===== src/rtl/frame_bank_sched_if.sv =====
// Purpose: bundles the frame_bank_sched loader/scan-out pulses and status outputs.
// Latency: none; this interface holds wiring only.
// Backpressure: none; every signal is a pulse or a level, with no handshake.
// Ports: master drives frame_start/frame_done/frame_abort/vsync_n and observes status;
//        slave (the scheduler) observes the pulses and drives rd_bank, wr_bank, wr_gate,
//        frame_pending, swap_pulse, flash_phase, overrun_cnt, abort_cnt.
interface frame_bank_sched_if #(
    parameter int CNT_W = 8
);
    logic             frame_start;
    logic             frame_done;
    logic             frame_abort;
    logic             vsync_n;
    logic             rd_bank;
    logic             wr_bank;
    logic             wr_gate;
    logic             frame_pending;
    logic             swap_pulse;
    logic             flash_phase;
    logic [CNT_W-1:0] overrun_cnt;
    logic [CNT_W-1:0] abort_cnt;

    modport master (
        output frame_start, frame_done, frame_abort, vsync_n,
        input  rd_bank, wr_bank, wr_gate, frame_pending, swap_pulse, flash_phase,
               overrun_cnt, abort_cnt
    );

    modport slave (
        input  frame_start, frame_done, frame_abort, vsync_n,
        output rd_bank, wr_bank, wr_gate, frame_pending, swap_pulse, flash_phase,
               overrun_cnt, abort_cnt
    );
endinterface


===== src/rtl/frame_bank_sched.sv =====
// Purpose: double-buffer bank scheduler; swaps a completed frame to scan-out at vsync start.
// Latency: outputs registered; 1 cycle after the input pulse, swap_pulse 1 cycle after rd_bank.
// Backpressure: none; a frame arriving while one is pending is dropped and counted.
// Ports: PixelClk (only clock), nRST (sync, active-low), bus (frame_bank_sched_if.slave):
//        frame_start/frame_done/frame_abort pulses and vsync_n level in; bank selects,
//        wr_gate, frame_pending, swap_pulse, flash_phase and saturating drop counters out.
// Build option: FRAME_SCHED_WDOG_EN adds a FILL watchdog (WDOG_FRAMES vsync starts).
module frame_bank_sched #(
    parameter int FLASH_BITS  = 5,
    parameter int CNT_W       = 8
`ifdef FRAME_SCHED_WDOG_EN
   ,parameter int WDOG_FRAMES = 4
`endif
) (
    input  logic              PixelClk,
    input  logic              nRST,
    frame_bank_sched_if.slave bus
);

    typedef enum logic [1:0] {
        ST_IDLE,
        ST_FILL,
        ST_PEND,
        ST_DROP
    } state_t;

    state_t                state_q;
    state_t                state_d;
    logic                  vsync_q;
    logic                  vs_evt;
    logic                  do_swap;
    logic                  ovr_inc;
    logic                  abt_inc;
    logic                  rd_bank_q;
    logic                  wr_bank_q;
    logic                  wr_gate_q;
    logic                  pend_q;
    logic                  swap_req_q;
    logic                  swap_pulse_q;
    logic [FLASH_BITS-1:0] flash_q;
    logic [CNT_W-1:0]      ovr_q;
    logic [CNT_W-1:0]      abt_q;

    // vsync start: first cycle vsync_n is seen low after being high.
    assign vs_evt = vsync_q & ~bus.vsync_n;

`ifdef FRAME_SCHED_WDOG_EN
    localparam int WDOG_W = $clog2(WDOG_FRAMES + 1);
    logic [WDOG_W-1:0] wdog_q;
    logic              wdog_last;

    assign wdog_last = (wdog_q == WDOG_W'(WDOG_FRAMES - 1));

    // Counts vsync starts seen while filling; cleared on every entry or restart of FILL.
    always_ff @(posedge PixelClk) begin
        if (!nRST) begin
            wdog_q <= '0;
        end else if (state_d == ST_FILL && (state_q != ST_FILL || bus.frame_start)) begin
            wdog_q <= '0;
        end else if (state_q == ST_FILL && state_d == ST_FILL && vs_evt) begin
            wdog_q <= wdog_q + 1'b1;
        end
    end
`endif

    always_comb begin
        state_d = state_q;
        do_swap = 1'b0;
        ovr_inc = 1'b0;
        abt_inc = 1'b0;
        case (state_q)
            ST_IDLE: begin
                if (bus.frame_start) begin
                    state_d = ST_FILL;
                end
            end
            ST_FILL: begin
                // frame_done outranks a coincident abort or vsync; no swap until the next vsync.
                if (bus.frame_done) begin
                    state_d = ST_PEND;
                end else if (bus.frame_abort) begin
                    state_d = ST_IDLE;
                    abt_inc = 1'b1;
                end else if (bus.frame_start) begin
                    state_d = ST_FILL;  // restart; loader rewrites the same bank
`ifdef FRAME_SCHED_WDOG_EN
                end else if (vs_evt && wdog_last) begin
                    state_d = ST_IDLE;
                    abt_inc = 1'b1;
`endif
                end
            end
            ST_PEND: begin
                // A coincident frame_start is accepted into the freshly freed bank.
                if (vs_evt) begin
                    do_swap = 1'b1;
                    state_d = bus.frame_start ? ST_FILL : ST_IDLE;
                end else if (bus.frame_start) begin
                    state_d = ST_DROP;
                    ovr_inc = 1'b1;
                end
            end
            ST_DROP: begin
                // The discarded transfer keeps running unwritten; only vsync matters here.
                if (vs_evt) begin
                    do_swap = 1'b1;
                    state_d = ST_IDLE;
                end
            end
            default: state_d = ST_IDLE;
        endcase
    end

    always_ff @(posedge PixelClk) begin
        if (!nRST) begin
            state_q      <= ST_IDLE;
            vsync_q      <= 1'b1;
            rd_bank_q    <= 1'b0;
            wr_bank_q    <= 1'b1;
            wr_gate_q    <= 1'b0;
            pend_q       <= 1'b0;
            swap_req_q   <= 1'b0;
            swap_pulse_q <= 1'b0;
            flash_q      <= '0;
            ovr_q        <= '0;
            abt_q        <= '0;
        end else begin
            state_q      <= state_d;
            vsync_q      <= bus.vsync_n;
            wr_gate_q    <= (state_d == ST_FILL);
            pend_q       <= (state_d == ST_PEND) || (state_d == ST_DROP);
            swap_req_q   <= do_swap;
            swap_pulse_q <= swap_req_q;
            if (do_swap) begin
                rd_bank_q <= ~rd_bank_q;
                wr_bank_q <= ~wr_bank_q;
            end
            if (vs_evt) begin
                flash_q <= flash_q + 1'b1;
            end
            if (ovr_inc && ovr_q != '1) begin
                ovr_q <= ovr_q + 1'b1;
            end
            if (abt_inc && abt_q != '1) begin
                abt_q <= abt_q + 1'b1;
            end
        end
    end

    assign bus.rd_bank       = rd_bank_q;
    assign bus.wr_bank       = wr_bank_q;
    assign bus.wr_gate       = wr_gate_q;
    assign bus.frame_pending = pend_q;
    assign bus.swap_pulse    = swap_pulse_q;
    assign bus.flash_phase   = flash_q[FLASH_BITS-1];
    assign bus.overrun_cnt   = ovr_q;
    assign bus.abort_cnt     = abt_q;

endmodule


===== src/flat_wrapper.sv =====
// flat-port wrapper written by rule: the top's interface ports become plain ports
module frame_bank_sched_flat 
#(
    parameter int FLASH_BITS  = 5,
    parameter int CNT_W       = 8

)
  (PixelClk, nRST, bus_frame_start, bus_frame_done, bus_frame_abort, bus_vsync_n, bus_rd_bank, bus_wr_bank, bus_wr_gate, bus_frame_pending, bus_swap_pulse, bus_flash_phase, bus_overrun_cnt, bus_abort_cnt);
  frame_bank_sched_if #(.CNT_W(CNT_W)) bus_i ();
  input  logic PixelClk;
  input  logic nRST;
  input wire logic [$bits(bus_i.frame_start)-1:0] bus_frame_start;
  input wire logic [$bits(bus_i.frame_done)-1:0] bus_frame_done;
  input wire logic [$bits(bus_i.frame_abort)-1:0] bus_frame_abort;
  input wire logic [$bits(bus_i.vsync_n)-1:0] bus_vsync_n;
  output wire logic [$bits(bus_i.rd_bank)-1:0] bus_rd_bank;
  output wire logic [$bits(bus_i.wr_bank)-1:0] bus_wr_bank;
  output wire logic [$bits(bus_i.wr_gate)-1:0] bus_wr_gate;
  output wire logic [$bits(bus_i.frame_pending)-1:0] bus_frame_pending;
  output wire logic [$bits(bus_i.swap_pulse)-1:0] bus_swap_pulse;
  output wire logic [$bits(bus_i.flash_phase)-1:0] bus_flash_phase;
  output wire logic [$bits(bus_i.overrun_cnt)-1:0] bus_overrun_cnt;
  output wire logic [$bits(bus_i.abort_cnt)-1:0] bus_abort_cnt;
  assign bus_i.frame_start = bus_frame_start;
  assign bus_i.frame_done = bus_frame_done;
  assign bus_i.frame_abort = bus_frame_abort;
  assign bus_i.vsync_n = bus_vsync_n;
  assign bus_rd_bank = bus_i.rd_bank;
  assign bus_wr_bank = bus_i.wr_bank;
  assign bus_wr_gate = bus_i.wr_gate;
  assign bus_frame_pending = bus_i.frame_pending;
  assign bus_swap_pulse = bus_i.swap_pulse;
  assign bus_flash_phase = bus_i.flash_phase;
  assign bus_overrun_cnt = bus_i.overrun_cnt;
  assign bus_abort_cnt = bus_i.abort_cnt;
  frame_bank_sched #(.FLASH_BITS(FLASH_BITS), .CNT_W(CNT_W)) u_core (.PixelClk(PixelClk), .nRST(nRST), .bus(bus_i));
endmodule

===== config.mk =====
export PLATFORM = sky130hd
export DESIGN_NAME = frame_bank_sched_flat
export DESIGN_NICKNAME = d
export VERILOG_FILES = /design/src/rtl/frame_bank_sched_if.sv /design/src/rtl/frame_bank_sched.sv /design/src/flat_wrapper.sv
export SDC_FILE = /design/constraint.sdc
export NUM_CORES = 1
export LEC_CHECK = 0
export ABC_AREA = 1
export CELL_PAD_IN_SITES_DETAIL_PLACEMENT = 1
export CELL_PAD_IN_SITES_GLOBAL_PLACEMENT = 1
export CORE_UTILIZATION = 36
export DETAILED_ROUTE_END_ITERATION = 12
export PLACE_DENSITY_LB_ADDON = 0.25
export SYNTH_ARGS = -nofsm -noshare
export SYNTH_HDL_FRONTEND = slang
export SYNTH_SLANG_ARGS = --single-unit
export TNS_END_PERCENT = 100

===== constraint.sdc =====
create_clock -name PixelClk -period 1.5 [get_ports PixelClk]
set_input_delay 0.3 -clock PixelClk [delete_from_list [all_inputs] [get_ports PixelClk]]
set_output_delay 0.3 -clock PixelClk [all_outputs]
set_load 0.05 [all_outputs]

==> qor.yml, run 1 <==
outcome: "completed"
final_common_cell: "nand2_1"
syn-num-nets: 218
max_slew.worst_pin.slew_ns: 0.291
core_um2: 3800
die_w_um: 66.0
grt_pass1_vias: 1642
cts_buffer_depth: 2
fin_ws_ns: 0.115
layout-drive-gt1-share_pct: 23.8
hold_path_class: "flip-flop to flip-flop"
wl_um: 4460
cts_sinks: 30
worstHoldEndpoint: "u_core.bus.swap_pulse"
fin_area_um2: 2250
crit_fanout: 6
grt_max_degree: 13
htreeDepth: 2
path_clk_slew_ns: 0.07
fmax_mhz: 722
insertion_delay_ns: 0.30
rr_endpoint: "u_core.bus.overrun_cnt[3]"
drtAntennaViolNets: 0
via_per_inst: 5.05
worstHoldPathCells: 2
diodes: 0
slew_violations: 0
syn-cell-area_um2: 1480
start_kind: "flip-flop"
die_h_um: 66.0
critPathKind: "flip-flop to flip-flop"
dr.first_iter.drc_count: 51
io_pins: 28
synth_seq_cells: 30
dpl_worst_slack_ns: -0.159
num_rows: 22
hold_ws_ns: 0.417
cts_buffers: 5
final_cell_mix: "48 x nand2_1, 36 x nor2_1, 27 x inv_1"
rr_worst_depth: 7
finalCritPeriodShare_pct: 92.4
grt_pass1_wl_um: 7530
slew_headroom_pct: 80.4
ys.warnings.count: 0
setup_viol: 0
ir_drop_uv: 469
cpMaxStageDelayCell: "dfxtp_4"
synth_cells: 209
required_ns: 1.71
min-delay-start: "u_core.swap_req_q"
grt_antenna_before_repair: 0
ys_seq_area_share_pct: 40.7
synth_cell_types: 23
gr-usage-all-layers_pct: 23.7
fp.dieArea_um2: 4360
dpl-instance-area_um2: 2130
rsz0062_at_grt: "false"
grt_overflow: 0
powerDensity_nw_per_um2: 828
place_congestion: 0.872
firstDrtPassIters: 4
io_buffers: 27
vias: 1536
cts_tree: "built"
syn2layout_area_growth_pct: 52.2
crit_path_end_kind: "flip-flop"
nNetsFinal: 264
ff2ff_setup_slack_ns: 0.11
worstPathCellList: "ha_2, nand3_2, inv_1, nand2_2, nand2_4, nand2_1, a21oi_1"
final_util_pct: 59.2
root_buffer: "clkbuf_8"
crit_path_start: "u_core.bus.overrun_cnt[1]"
period_needed_ns: 1.39
p_leak_nw: 0.945
synth_area_per_cell_um2: 7.06
hpwl_um: 3360
rr_startpoint: "u_core.bus.overrun_cnt[1]"
wire_per_inst_um: 14.7
fin_skew_ns: 0.00274
hold_violations: 0
max_cap_violations: 0
slowest_delay_ns: 0.38
n_fill_cell: 472
cp_data_arrival_time_ns: 1.60
route.detailed.drc: 0
initial_core_util_pct: 38.9
-- metrics by stage --
stage | power [mW] | TNS [ns] | cells
6_report | 1.86 | 0 | 304
5_1_grt | 1.94 | 0 | 304
4_1_cts | 1.88 | 0 | 304
3_5_place_dp | 1.03 | -1.41 | 296
3_3_place_gp | 1.02 | -0.453 | 296
2_1_floorplan | 0.945 | 0 | 209
-- worst max-delay path by stage --
stage                           endpoint  slack (ns)  cells past startpoint
6_report       u_core.bus.overrun_cnt[3]        0.11                      7
5_1_grt        u_core.bus.overrun_cnt[1]       0.002                      8
4_1_cts        u_core.bus.overrun_cnt[7]        0.09                      7
3_5_place_dp   u_core.bus.overrun_cnt[1]       -0.16                      8
3_3_place_gp   u_core.bus.overrun_cnt[1]       -0.09                      8
2_1_floorplan    u_core.bus.abort_cnt[7]        0.06                      7
-- cells by family after synthesis --
logic type / synth area share (%)
adders and majority gates: 2.54
and+or+nand+nor: 39.4
AOI/OAI and AO/OA: 6.10
buffers and inverters: 7.71
DFF: 40.7
xor gates and xnor gates: 3.56
-- cell type report --
class	instances	area (um2)	share of cell area (%)
timing repair buffer	41	596	26.5
multi-input combinational	149	764	34.0
tap	48	60.1	2.67
sequential	30	608	27.1
clock buffer	5	68.8	3.06
clock inverter	3	45.0	2.00
inverter	28	105	4.68
-- Yosys cell counts --
cell	number	area (um2)
nor3_2	1	10.0
nand3_1	16	80.1
nand4_1	4	25.0
nand2_1	48	180
nor2_4	2	22.5
inv_1	27	101
nand2_4	4	45.0
buf_2	1	5.00
nor2_8	1	20.0
clkbuf_1	1	3.75
nand3_2	1	10.0
nor2_1	36	135
xor2_1	5	43.8
nand2_2	3	18.8
o21ai_0	7	35.0
nand3b_1	1	7.51
clkinv_1	1	3.75
nor3b_1	1	7.51
xnor2_1	1	8.76
a21oi_1	11	55.1
dfxtp_1	30	601
nor3_1	4	20.0
ha_1	3	37.5
-- repair_timing --
item | in CTS | in global routing
buffers inserted | 0 | 0
resized for setup | 0 | 2
hold buffers | 0 | 0
endpoints found under the setup margin | 0 | 3
-- state kept, by name (all words and copies together), names as in the netlist, 2 cells and up --
register and count:
u_core.state_q 2, u_core.flash_q 5, u_core.bus.overrun_cnt 8, u_core.bus.abort_cnt 8
-- routing by layer --
layer	vias up	wire (um)	global-route usage (%)
met4	0	136	15.4
li1	746	-	-
met3	15	187	5.34
met1	738	1720	23.9
met5	-	0	0
met2	37	2410	43.1
-- where the power goes --
| part | switching, mW | internal, mW | total (mW) |
|---|---|---|---|
| Clock | 0.355 | 0.494 | 0.848 |
| Sequential | 0.0215 | 0.815 | 0.837 |
| Combinational | 0.0998 | 0.0751 | 0.175 |
-- critical path, delay by kind of cell (launching register included) --
family                   cells  cell delay (ns)
AND/OR/NAND/NOR              4             0.39
flip-flops                   1             0.38
buffers and inverters        1             0.10
adder cells (fa/ha/maj)      1             0.22
AO/OA/AOI/OAI                1             0.21
(Power assumes the default switching activity.)
==> inputs of run 2 (changes only) <==
--- a/config.mk
+++ b/config.mk
@@ -8,9 +8,11 @@
 export ABC_AREA = 1
 export CELL_PAD_IN_SITES_DETAIL_PLACEMENT = 1
 export CELL_PAD_IN_SITES_GLOBAL_PLACEMENT = 1
+export CORE_MARGIN = 2
 export CORE_UTILIZATION = 36
 export DETAILED_ROUTE_END_ITERATION = 12
 export PLACE_DENSITY_LB_ADDON = 0.25
+export SKIP_LAST_GASP = 1
 export SYNTH_ARGS = -nofsm -noshare
 export SYNTH_HDL_FRONTEND = slang
 export SYNTH_SLANG_ARGS = --single-unit
==> qor.yml, run 2 (synthesis gave the netlist of run 1 again) <==
initial_core_util_pct: 37.2  # was 38.9%
regArea_um2: 606  # was 608 um2
fp.dieArea_um2: 4630  # was 4360 um2
setup_viol: 0  # unchanged
grt_max_degree: 11  # was 13
diodes: 0  # unchanged
power.total_mw: 1.71  # was 1.86 mW
core_um2: 3970  # was 3800 um2
hold_violations: 0  # unchanged
fmax_mhz: 719  # was 722 MHz
fin_ws_ns: 0.109  # was 0.115 ns
crit_path_end_kind: "flip-flop"  # unchanged
period_needed_ns: 1.39  # about the same
cts_tree: "built"  # unchanged
finalNonFillerCells: 312  # was 304
vias: 1469  # was 1,536
rr_worst_depth: 8  # was 7
final_common_cell: "nand2_1"  # unchanged
io_pins: 28  # unchanged
slew_violations: 0  # unchanged
num_rows: 23  # was 22
min-delay-start: "u_core.swap_req_q"  # unchanged
max_cap_violations: 0  # unchanged
rr_endpoint: "u_core.bus.abort_cnt[7]"  # was u_core.bus.overrun_cnt[3]
p_leak_nw: 0.974  # was 0.945 nW
die_h_um: 68.0  # was 66.0 um
cp_data_arrival_time_ns: 1.58  # was 1.60 ns
insertion_delay_ns: 0.29  # was 0.30 ns
wire_per_inst_um: 12.9  # was 14.7 um
grt_antenna_before_repair: 0  # unchanged
max_slew.worst_pin.slew_ns: 0.315  # was 0.291 ns
io_buffers: 27  # unchanged
start_kind: "flip-flop"  # unchanged
htreeDepth: 2  # unchanged
cts_buffers: 5  # unchanged
worstHoldEndpoint: "u_core.bus.swap_pulse"  # unchanged
layout-drive-gt1-share_pct: 25.2  # was 23.8%
path_clk_slew_ns: 0.07  # about the same
rr_startpoint: "u_core.bus.abort_cnt[0]"  # was u_core.bus.overrun_cnt[1]
hpwl_um: 3140  # was 3360 um
powerDensity_nw_per_um2: 754  # was 828 nW/um2
wl_um: 4020  # was 4460 um
slew_headroom_pct: 79.0  # was 80.4%
finalCritPeriodShare_pct: 92.7  # was 92.4%
route.detailed.drc: 0  # unchanged
fin_skew_ns: 0.00713  # was 0.00274 ns
die_w_um: 68.0  # was 66.0 um
critPathKind: "flip-flop to flip-flop"  # unchanged
ir_drop_uv: 534  # was 469 uV
final_cell_mix: "48 x nand2_1, 36 x nor2_1, 27 x inv_1"  # unchanged
outcome: "completed"  # unchanged
syn2layout_area_growth_pct: 53.8  # was 52.2%
nNetsFinal: 270  # was 264
cts_sinks: 30  # unchanged
dp.cells: 304  # was 296
grt_overflow: 0  # unchanged
root_buffer: "clkbuf_8"  # unchanged
dpl_worst_slack_ns: -0.164  # was -0.159 ns
final_util_pct: 57.2  # was 59.2%
drtAntennaViolNets: 0  # unchanged
ff2ff_setup_slack_ns: 0.11  # about the same
fin_area_um2: 2270  # was 2250 um2
n_fill_cell: 485  # was 472
place_congestion: 0.766  # was 0.872
grt_pass1_vias: 1530  # was 1,642
grt_pass1_wl_um: 6970  # was 7530 um
dpl-instance-area_um2: 2180  # was 2130 um2
worstHoldPathCells: 2  # unchanged
crit_fanout: 9  # was 6
gr-usage-all-layers_pct: 20.7  # was 23.7%
firstDrtPassIters: 4  # unchanged
hold_path_class: "flip-flop to flip-flop"  # unchanged
required_ns: 1.69  # was 1.71 ns
rsz0062_at_grt: "true"  # was false
multiInputGateArea_um2: 762  # was 764 um2
dr.first_iter.drc_count: 48  # was 51
cts_buffer_depth: 2  # unchanged
via_per_inst: 4.71  # was 5.05
==> run 2: cell types whose count changed in the layout (fill, tap and decap cells not counted) <==
cell / previous run / this run
dfxtp_4: 1 / 0
clkinv_2: 0 / 1
clkbuf_8: 5 / 6
ha_2: 1 / 0
dfxtp_2: 3 / 4
clkinvlp_4: 2 / 1
ha_1: 2 / 3
buf_4: 14 / 20
o21ai_1: 0 / 1
o21ai_0: 7 / 6
bufinv_16: 1 / 0
==> run 2: worst max-delay path: stages (launching register included) <==
cell and delay, ns:
dfxtp_2 0.40, ha_1 0.21, nand2_2 0.10, nor2_4 0.13, nand2_4 0.11, nand2_4 0.11, nor2_1 0.06, nor2_1 0.11
nor2_1 0.06
==> run 2: area by class of cell <==
class,count,share of cell area [%]
Multi-Input combinational cell,149,33.6
Clock buffer,6,3.64
Timing Repair Buffer,47,28.2
Sequential cell,30,26.7
Clock inverter,2,0.551
Tap cell,50,2.75
Inverter,28,4.63
==> run 2: report_power, final <==
group          leakage [nW]  internal, mW  total (mW)  switching [mW]
clock                0.0472         0.368       0.690           0.322
sequential            0.245         0.817       0.838          0.0206
combinational         0.682        0.0845       0.184          0.0999
total                 0.974          1.27        1.71           0.442
==> run 2: how the worst max path moves through the flow <==
| stage | to | from | cells after the start |
|---|---|---|---|
| finish | u_core.bus.abort_cnt[7] | u_core.bus.abort_cnt[0] | 8 |
| global route | u_core.bus.overrun_cnt[1] | u_core.bus.overrun_cnt[1] | 7 |
| CTS | u_core.bus.overrun_cnt[1] | u_core.bus.overrun_cnt[1] | 7 |
| detailed placement | u_core.bus.overrun_cnt[1] | bus_frame_start | 8 |
| global placement | u_core.bus.overrun_cnt[1] | bus_frame_start | 8 |
| floorplan | u_core.bus.abort_cnt[7] | u_core.bus.abort_cnt[2] | 7 |
==> run 2: per-layer routing <==
| metal | share of wire, % | vias to the layer above | GRT usage (%) |
|---|---|---|---|
| met5 | 0 | - | 0 |
| met4 | 1.6 | 0 | 8.00 |
| met3 | 2.9 | 6 | 5.92 |
| met2 | 53 | 20 | 37.5 |
| met1 | 42 | 682 | 22.7 |
| li1 | - | 761 | - |
==> run 2: repair_timing <==
action | in CTS | in global routing
setup buffers | 0 | 0
hold buffers | 0 | 0
endpoints found under the setup margin | 0 | 2
gates resized for setup | 0 | 1
==> run 2: stage by stage <==
stage	setup TNS [ns]	hold slack, ns
final	0	0.424
after global routing	-0.00958	0.450
after CTS	0	0.431
after detailed placement	-1.52	0.414
after global placement	-0.486	0.400
after floorplan	0	0.390
==> inputs of run 3 (changes only) <==
--- a/config.mk
+++ b/config.mk
@@ -11,7 +11,7 @@
 export CORE_MARGIN = 2
 export CORE_UTILIZATION = 36
 export DETAILED_ROUTE_END_ITERATION = 12
-export PLACE_DENSITY_LB_ADDON = 0.25
+export PLACE_DENSITY_LB_ADDON = 0.1
 export SKIP_LAST_GASP = 1
 export SYNTH_ARGS = -nofsm -noshare
 export SYNTH_HDL_FRONTEND = slang
==> qor.yml, run 3 (synthesis gave the netlist of run 1 again) <==
firstDrtPassIters: 4  # unchanged
required_ns: 1.67  # was 1.69 ns
core_um2: 3970  # unchanged
die_h_um: 68.0  # unchanged
wire_per_inst_um: 13.2  # was 12.9 um
cts_buffer_depth: 2  # unchanged
path_common_cell: "nor2_1"  # unchanged
via_per_inst: 4.83  # was 4.71
outcome: "completed"  # unchanged
n_fill_cell: 486  # was 485
drtAntennaViolNets: 0  # unchanged
finalNonFillerCells: 304  # was 312
io_pins: 28  # unchanged
dr.first_iter.drc_count: 50  # was 48
crit_path_end_kind: "flip-flop"  # unchanged
cts_setup_buffers: 0  # unchanged
slew_headroom_pct: 78.4  # was 79.0%
final_cell_mix: "48 x nand2_1, 36 x nor2_1, 27 x inv_1"  # unchanged
cp_data_arrival_time_ns: 1.56  # was 1.58 ns
final_common_cell: "nand2_1"  # unchanged
fin_tns_setup_ns: 0  # unchanged
place_congestion: 0.802  # was 0.766
layout-drive-gt1-share_pct: 23.2  # was 25.2%
initial_core_util_pct: 37.2  # unchanged
crit_family: "simple AND/OR/NAND/NOR gates"  # unchanged
multiInputGateArea_um2: 764  # was 762 um2
cpMaxStageDelayCell: "dfxtp_2"  # unchanged
hpwl_um: 3190  # was 3140 um
ctsHoldBuffers: 0  # unchanged
route.detailed.drc: 0  # unchanged
slew_violations: 0  # unchanged
die_w_um: 68.0  # unchanged
cp_num_buf_inv: 1  # was 0
powerDensity_nw_per_um2: 750  # was 754 nW/um2
grt_pass1_vias: 1569  # was 1,530
hold_path_class: "flip-flop to flip-flop"  # unchanged
max_cap_violations: 0  # unchanged
wl_um: 4020  # about the same
slowest_delay_ns: 0.40  # about the same
ir_drop_uv: 602  # was 534 uV
nNetsFinal: 264  # was 270
start_kind: "flip-flop"  # unchanged
hold_violations: 0  # unchanged
crit_fanout: 5  # was 9
period_needed_ns: 1.39  # about the same
finalCritPeriodShare_pct: 92.9  # was 92.7%
critPathKind: "flip-flop to flip-flop"  # unchanged
cts_sinks: 30  # unchanged
path_clk_slew_ns: 0.07  # about the same
io_buffers: 27  # unchanged
vias: 1469  # unchanged
htreeDepth: 2  # unchanged
hold_ws_ns: 0.426  # was 0.424 ns
worstPathCellList: "ha_2, nand3_2, nor2_1, nor2_1, buf_4, nor2_1, nor2_1"  # was ha_1, nand2_2, nor2_4, nand2_4, nand2_4, nor2_1, nor2_1, nor2_1
p_leak_nw: 0.936  # was 0.974 nW
rsz0062_at_grt: "false"  # was true
regArea_um2: 606  # unchanged
syn2layout_area_growth_pct: 50.1  # was 53.8%
dp.cells: 298  # was 304
gr-usage-all-layers_pct: 19.9  # was 20.7%
cts_buffers: 5  # unchanged
grt_antenna_before_repair: 0  # unchanged
post_cts_resized: 0  # unchanged
fp.dieArea_um2: 4630  # unchanged
grt_pass1_wl_um: 6840  # was 6970 um
diodes: 0  # unchanged
fmax_mhz: 717  # was 719 MHz
cts_tree: "built"  # unchanged
grt_max_degree: 10  # was 11
max_slew.worst_pin.slew_ns: 0.323  # was 0.315 ns
root_buffer: "clkbuf_8"  # unchanged
setup_viol: 0  # unchanged
num_rows: 23  # unchanged
fin_skew_ns: 0.00669  # was 0.00713 ns
insertion_delay_ns: 0.28  # was 0.29 ns
grt_overflow: 0  # unchanged
final_util_pct: 55.8  # was 57.2%
[run 3: changes by cell type in the layout (fill, tap and decap cells not counted)]
cell / change
o21ai_1: -1
clkinv_2: -1
ha_1: -1
o21ai_0: +1
buf_4: -6
ha_2: +1
clkinvlp_4: -1
[run 3: worst reg2reg max path: cells and delay by family, from the launching register on]
| family | cells | cell delay (ns) |
|---|---|---|
| adder cells (fa/ha/maj) | 1 | 0.23 |
| buffers and inverters | 1 | 0.15 |
| flip-flops | 1 | 0.40 |
| AND/OR/NAND/NOR | 5 | 0.50 |
[run 3: final cells by class]
class,count,area share [%]
Timing Repair Buffer,41,26.9
Multi-Input combinational cell,149,34.5
Inverter,28,4.74
Tap cell,50,2.82
Clock buffer,6,3.73
Sequential cell,30,27.3
[run 3: path summary, 6_finish.rpt]
kind	startpoint	to	slack, ns	cells after the start
max	u_core.bus.overrun_cnt[0]	u_core.bus.overrun_cnt[1]	0.11	7
min	u_core.swap_req_q	u_core.bus.swap_pulse	0.43	2
max reg2reg	u_core.bus.overrun_cnt[0]	u_core.bus.overrun_cnt[1]	0.11	7
min reg2reg	u_core.swap_req_q	u_core.bus.swap_pulse	0.43	2
[run 3: report_power, final]
part	total, mW	internal, mW	switching (mW)	leakage (nW)
clock	0.645	0.353	0.291	0.0431
combinational	0.178	0.0803	0.0981	0.647
sequential	0.839	0.818	0.0213	0.245
[run 3: layer usage]
metal	share of wire, %	GRT usage (%)
met1	40	20.7
met2	55	38.1
met3	3.9	5.26
met4	1.0	6.75
met5	0	0
[run 3: through the flow]
step	instance area, um2	power [mW]	setup slack [ns]
4_1_cts	2210	1.68	0.0932
3_5_place_dp	2130	1.04	-0.130
5_1_grt	2220	1.73	0.000324
2_1_floorplan	1480	0.945	0.0581
3_3_place_gp	2130	1.03	-0.0972
6_report	2220	1.66	0.106
